===== src/rtl/gcd_arbiter.sv =====
// gcd_arbiter: round-robin sharing of one gcd core among NUM_REQ requesters with a one-entry response buffer
module gcd_arbiter #(
  parameter int NUM_REQ = 4,
  parameter int CNT_W = 16
) (
  input  logic                   clk_i,
  input  logic                   reset_n_i,
  input  logic [NUM_REQ*32-1:0]  req_a_i,
  input  logic [NUM_REQ*32-1:0]  req_b_i,
  input  logic [NUM_REQ-1:0]     req_v_i,
  output logic [NUM_REQ-1:0]     req_ready_o,
  output logic [31:0]            resp_data_o,
  output logic [NUM_REQ-1:0]     resp_v_o,
  input  logic [NUM_REQ-1:0]     resp_yumi_i,
  output logic [31:0]            core_a_o,
  output logic [31:0]            core_b_o,
  output logic                   core_v_o,
  input  logic                   core_ready_i,
  input  logic [31:0]            core_data_i,
  input  logic                   core_v_i,
  output logic                   core_yumi_o,
  output logic [CNT_W-1:0]       done_count_o
);
  localparam int ID_W = $clog2(NUM_REQ);
  logic core_busy_r, buf_v_r, buf_drain, issue_ok, gnt_any;
  logic [ID_W-1:0] rr_ptr_r, core_owner_r, buf_owner_r, gnt_idx;
  logic [31:0] buf_data_r;
  logic [CNT_W-1:0] done_count_r;
  assign issue_ok = reset_n_i & ~core_busy_r & core_ready_i;
  always_comb begin
    gnt_any = 1'b0;
    gnt_idx = '0;
    core_a_o = '0;
    core_b_o = '0;
    for (int i = 0; i < NUM_REQ; i++)
      if (issue_ok && !gnt_any && req_v_i[i] && ID_W'(i) >= rr_ptr_r) begin
        gnt_any = 1'b1;
        gnt_idx = ID_W'(i);
      end
    for (int i = 0; i < NUM_REQ; i++)
      if (issue_ok && !gnt_any && req_v_i[i] && ID_W'(i) < rr_ptr_r) begin
        gnt_any = 1'b1;
        gnt_idx = ID_W'(i);
      end
    for (int i = 0; i < NUM_REQ; i++)
      if (gnt_any && gnt_idx == ID_W'(i)) begin
        core_a_o = req_a_i[i*32 +: 32];
        core_b_o = req_b_i[i*32 +: 32];
      end
  end
  assign req_ready_o  = gnt_any ? NUM_REQ'(1) << gnt_idx : '0;
  assign core_v_o     = gnt_any;
  assign resp_v_o     = buf_v_r ? NUM_REQ'(1) << buf_owner_r : '0;
  assign resp_data_o  = buf_data_r;
  assign buf_drain    = |(resp_v_o & resp_yumi_i);
  assign core_yumi_o  = core_v_i & core_busy_r & (~buf_v_r | buf_drain);
  assign done_count_o = done_count_r;
  always_ff @(posedge clk_i or negedge reset_n_i) begin
    if (!reset_n_i) begin
      core_busy_r  <= 1'b0;
      buf_v_r      <= 1'b0;
      rr_ptr_r     <= '0;
      core_owner_r <= '0;
      buf_owner_r  <= '0;
      buf_data_r   <= '0;
      done_count_r <= '0;
    end else begin
      if (gnt_any) begin
        core_busy_r  <= 1'b1;
        core_owner_r <= gnt_idx;
        rr_ptr_r     <= (gnt_idx == ID_W'(NUM_REQ-1)) ? '0 : gnt_idx + 1'b1;
      end
      if (core_yumi_o) begin
        buf_data_r  <= core_data_i;
        buf_owner_r <= core_owner_r;
        buf_v_r     <= 1'b1;
        core_busy_r <= 1'b0;
      end else if (buf_drain)
        buf_v_r <= 1'b0;
      if (buf_drain)
        done_count_r <= done_count_r + 1'b1;
    end
  end
endmodule


===== config.mk =====
export PLATFORM = sky130hd
export DESIGN_NAME = gcd_arbiter
export DESIGN_NICKNAME = d
export VERILOG_FILES = /design/src/rtl/gcd_arbiter.sv
export SDC_FILE = /design/constraint.sdc
export NUM_CORES = 1
export LEC_CHECK = 0
export BUFFER_PORTS_ARGS = -buffer_cell sky130_fd_sc_hd__buf_2
export CAP_MARGIN = 20
export CORE_AREA = 3 3 163 165
export CTS_CLUSTER_DIAMETER = 100
export DETAILED_ROUTE_END_ITERATION = 12
export DIE_AREA = 0 0 166 168
export PLACE_DENSITY = 0.47
export SLEW_MARGIN = 20
export SYNTH_ARGS = -nofsm -noshare
export SYNTH_HDL_FRONTEND = slang
export SYNTH_SLANG_ARGS = --single-unit

===== constraint.sdc =====
create_clock -name clk_i -period 7.35 [get_ports clk_i]
set_input_delay 0.3675 -clock clk_i [delete_from_list [all_inputs] [get_ports clk_i]]
set_output_delay 0.3675 -clock clk_i [all_outputs]
set_load 0.02 [all_outputs]

==> flow_metrics.env <==
export IMPL_outcome="finished clean"
export IMPL_seqPwrFrac=0.307
export IMPL_cap_violations=0
export IMPL_async_flop_share=1.00
export IMPL_antenna_found_initial=11
export IMPL_start_util=0.175
export IMPL_drtIter0Drc=434
export IMPL_insertion_delay_ps=290
export IMPL_dp_hpwl_mm=19.0
export IMPL_power_density_mw_per_mm2=248
export IMPL_multi_input_area_mm2=0.00249
export IMPL_maxSlewHeadroom=0.356
export IMPL_setup_tns_ps=0
export IMPL_path_buf_inv=3
export IMPL_synth_edf_count=0
export IMPL_hp_class="in -> async"
export IMPL_worstPathCellList="nand2b_1 > a21oi_1 > a221o_1 > nor2_1 > inv_1 > ha_1 > and3_4 > a21boi_4 > buf_4 > a22oi_1 > a221oi_1 > buf_2"
export IMPL_cts_buffer_depth=2
export IMPL_syn_cell_area_mm2=0.00440
export IMPL_synth_seq_area_share=0.319
export IMPL_stdcell_count=1211
export IMPL_grtUsageTotal=0.156
export IMPL_overflow=0
export IMPL_syn2layout_area_growth_pct=57.5
export IMPL_synth_top_area_cell="dfrtp_1"
export IMPL_ir_worst_vdd_v=0.000275
export IMPL_cp_arrival_ps=3960
export IMPL_r2r_start="buf_owner_r[0]"
export IMPL_drt_wl_total_mm=23.5
export IMPL_place_inst=1197
export IMPL_die_h_um=168
export IMPL_dr_pass1_iters=7
export IMPL_pin_count=422
export IMPL_clock_power_share=0.159
export IMPL_worstSetupPathType="reg -> out"
export IMPL_yosysMostFrequentCell="nor2_1"
export IMPL_coreArea_mm2=0.0252
export IMPL_syn_inst=479
export IMPL_syn_mean_instance_area_um2=9.18
export IMPL_drive_gt1_frac=0.589
export IMPL_grt_pass1_vias=5435
export IMPL_finalSetupViolations=0
export IMPL_critPathMaxStageDelay_ps=740
export IMPL_row_count=58
export IMPL_cts_max_level=2
export IMPL_skew_ps=5.48
export IMPL_ys_top_cells_by_area="dfrtp_1 (32%), mux2_2 (9.0%), a22oi_1 (8.9%)"
export IMPL_max_freq_ghz=0.231
export IMPL_p_sw_frac=0.428
export IMPL_ff_latch_area_mm2=0.00140
export IMPL_synth_top_area_share=0.319
export IMPL_ctsResizeCount=0
export IMPL_wire_per_inst_um=19.4
export IMPL_die_width_um=166
export IMPL_cts_root_buf="clkbuf_16"
export IMPL_grt_pass1_wl_mm=34.3
export IMPL_end_kind="output pin"
export IMPL_startpoint="rr_ptr_r[1]"
export IMPL_report_final_slew_viol_count=0
export IMPL_cp_data_required_time_ps=6980
export IMPL_dieArea_mm2=0.0279
export IMPL_final_nets=1177
export IMPL_clk_pin_slew_worst_paths_ps=70
export IMPL_ant_nets=0
export IMPL_vias=5438
export IMPL_postCtsSetupBuffers=0
export IMPL_synth_warnings=0
export IMPL_power_frac_comb=0.535
export IMPL_syn_nets=782
export IMPL_finalHoldViolCount=0
export IMPL_cpMaxStageDelayCell="a21boi_4"
export IMPL_cts_buffers=5
export IMPL_power_internal_uw=983
export IMPL_synthFlopType="dfrtp_1"
export IMPL_gp_congestion=0.943
export IMPL_grt_max_degree=65
export IMPL_path_max_fanout=34
export IMPL_cts_sinks=56
export IMPL_fillerInstances=2780
export IMPL_crit_path_start_kind="register"
export IMPL_worst_pin_slew_ps=966
export IMPL_p_leak_uw=0.00371
export IMPL_drcViolationCount=0
export IMPL_period_needed_ps=4330
export IMPL_yosysUniqueCellTypes=44
export IMPL_vias_per_cell=4.49
export IMPL_switchingPower_uw=736
export IMPL_cts_tree="built"
export IMPL_ys_ff_latch=56
export IMPL_ys_top_cells_by_count="nor2_1 (75), inv_1 (67), dfrtp_1 (56), a22oi_1 (52), a221oi_1 (44)"
export IMPL_period_share=0.588
export IMPL_port_buffers=421
export IMPL_postCtsHoldBufs=0
export IMPL_cp_top_family="compound AO/OA/AOI/OAI gates"
export IMPL_fin_util=0.275
export IMPL_rsz0062_at_grt="false"
cell families (layout without fill, tap and decap cells):
logic type	Yosys count	after routing	share of synthesized area
AO/OA/AOI/OAI	137	137	0.297
XOR/XNOR	15	15	0.0299
adder cells (fa/ha/maj)	3	3	0.00854
buffers and inverters	108	504	0.118
flip-flops	56	56	0.319
multiplexers	37	37	0.0971
other	0	6	0
AND/OR/NAND/NOR	123	123	0.131
per-layer routing:
layer,global-route usage,vias to the layer above,part of all wire
met1,0.185,2519,0.38
met4,0.0517,0,0.032
met3,0.0359,35,0.082
li1,-,2550,-
met5,0,-,0
met2,0.279,334,0.50
worst paths after layout:
kind                                    endpoint  depth (start not counted)  slack [ps]
max in group asynchronous        resp_data_o[29]                          2        6660
worst min-delay path             done_count_o[3]                          2         220
worst max-delay path                core_a_o[10]                         12        3020
worst min register to register  done_count_o[15]                          1         470
worst max register to register    resp_data_o[2]                          4        5000
min in group clk_i                       buf_v_r                          3         300
flip-flops by register name (all words and copies together), names as in the netlist:
signal,cells
buf_v_r,1
core_owner_r,2
core_busy_r,1
rr_ptr_r,2
resp_data_o,32
done_count_o,16
buf_owner_r,2
power by group through the flow:
stage / sequential, µW / clock [µW] / combinational [µW]
CTS: 528 / 286 / 930
global placement: 528 / 0 / 923
global route: 548 / 292 / 992
floorplan: 640 / 0 / 460
finish: 527 / 273 / 919
detailed placement: 527 / 0 / 929
final cells by class:
type,instances,share of cell area
clock inverter,2,0.00560
antenna,6,0.00217
multi-input combinational,315,0.360
timing repair buffer,427,0.314
clock buffer,6,0.0186
sequential,56,0.202
inverter,69,0.0374
tap,330,0.0597
worst register-to-register path, stage by stage, from the launching register on:
cell,delay [ps]
dfrtp_1,440
mux4_2,390
nand2b_1,140
nand3_2,690
mux2_2,570
placed cells by master, fill, tap and decap left out, types with 2 or more instances in the layout:
master,Yosys,layout
xnor2_1,13,13
nand2_2,2,2
dfrtp_1,56,56
nor2_1,75,75
nor3_1,2,2
and3_4,1,2
mux2_2,35,35
xor2_1,2,2
diode_2,0,6
clkbuf_16,0,5
nand3_1,8,8
inv_1,67,67
nor2b_1,2,2
and3b_1,2,2
nand2b_1,3,3
inv_2,2,2
buf_4,6,5
a221oi_2,20,20
nand2_1,10,10
a221oi_1,44,44
a22oi_1,52,52
a22oi_2,12,12
buf_2,24,421
nand4_1,3,3
ha_1,3,3
nor3b_1,2,2
and4_1,2,2
and3_1,6,4
metrics by stage:
stage          total power (µW)  setup slack [ps]  instance area, µm²  hold slack (ps)
2_1_floorplan              1100              4390                4400             71.9
3_3_place_gp               1450              3260                6710              457
3_5_place_dp               1460              3180                6740              463
4_1_cts                    1740              3050                6910              238
5_1_grt                    1830              2720                6920              285
6_report                   1720              3020                6920              220
No activity file was read; power rests on OpenSTA's default activity.
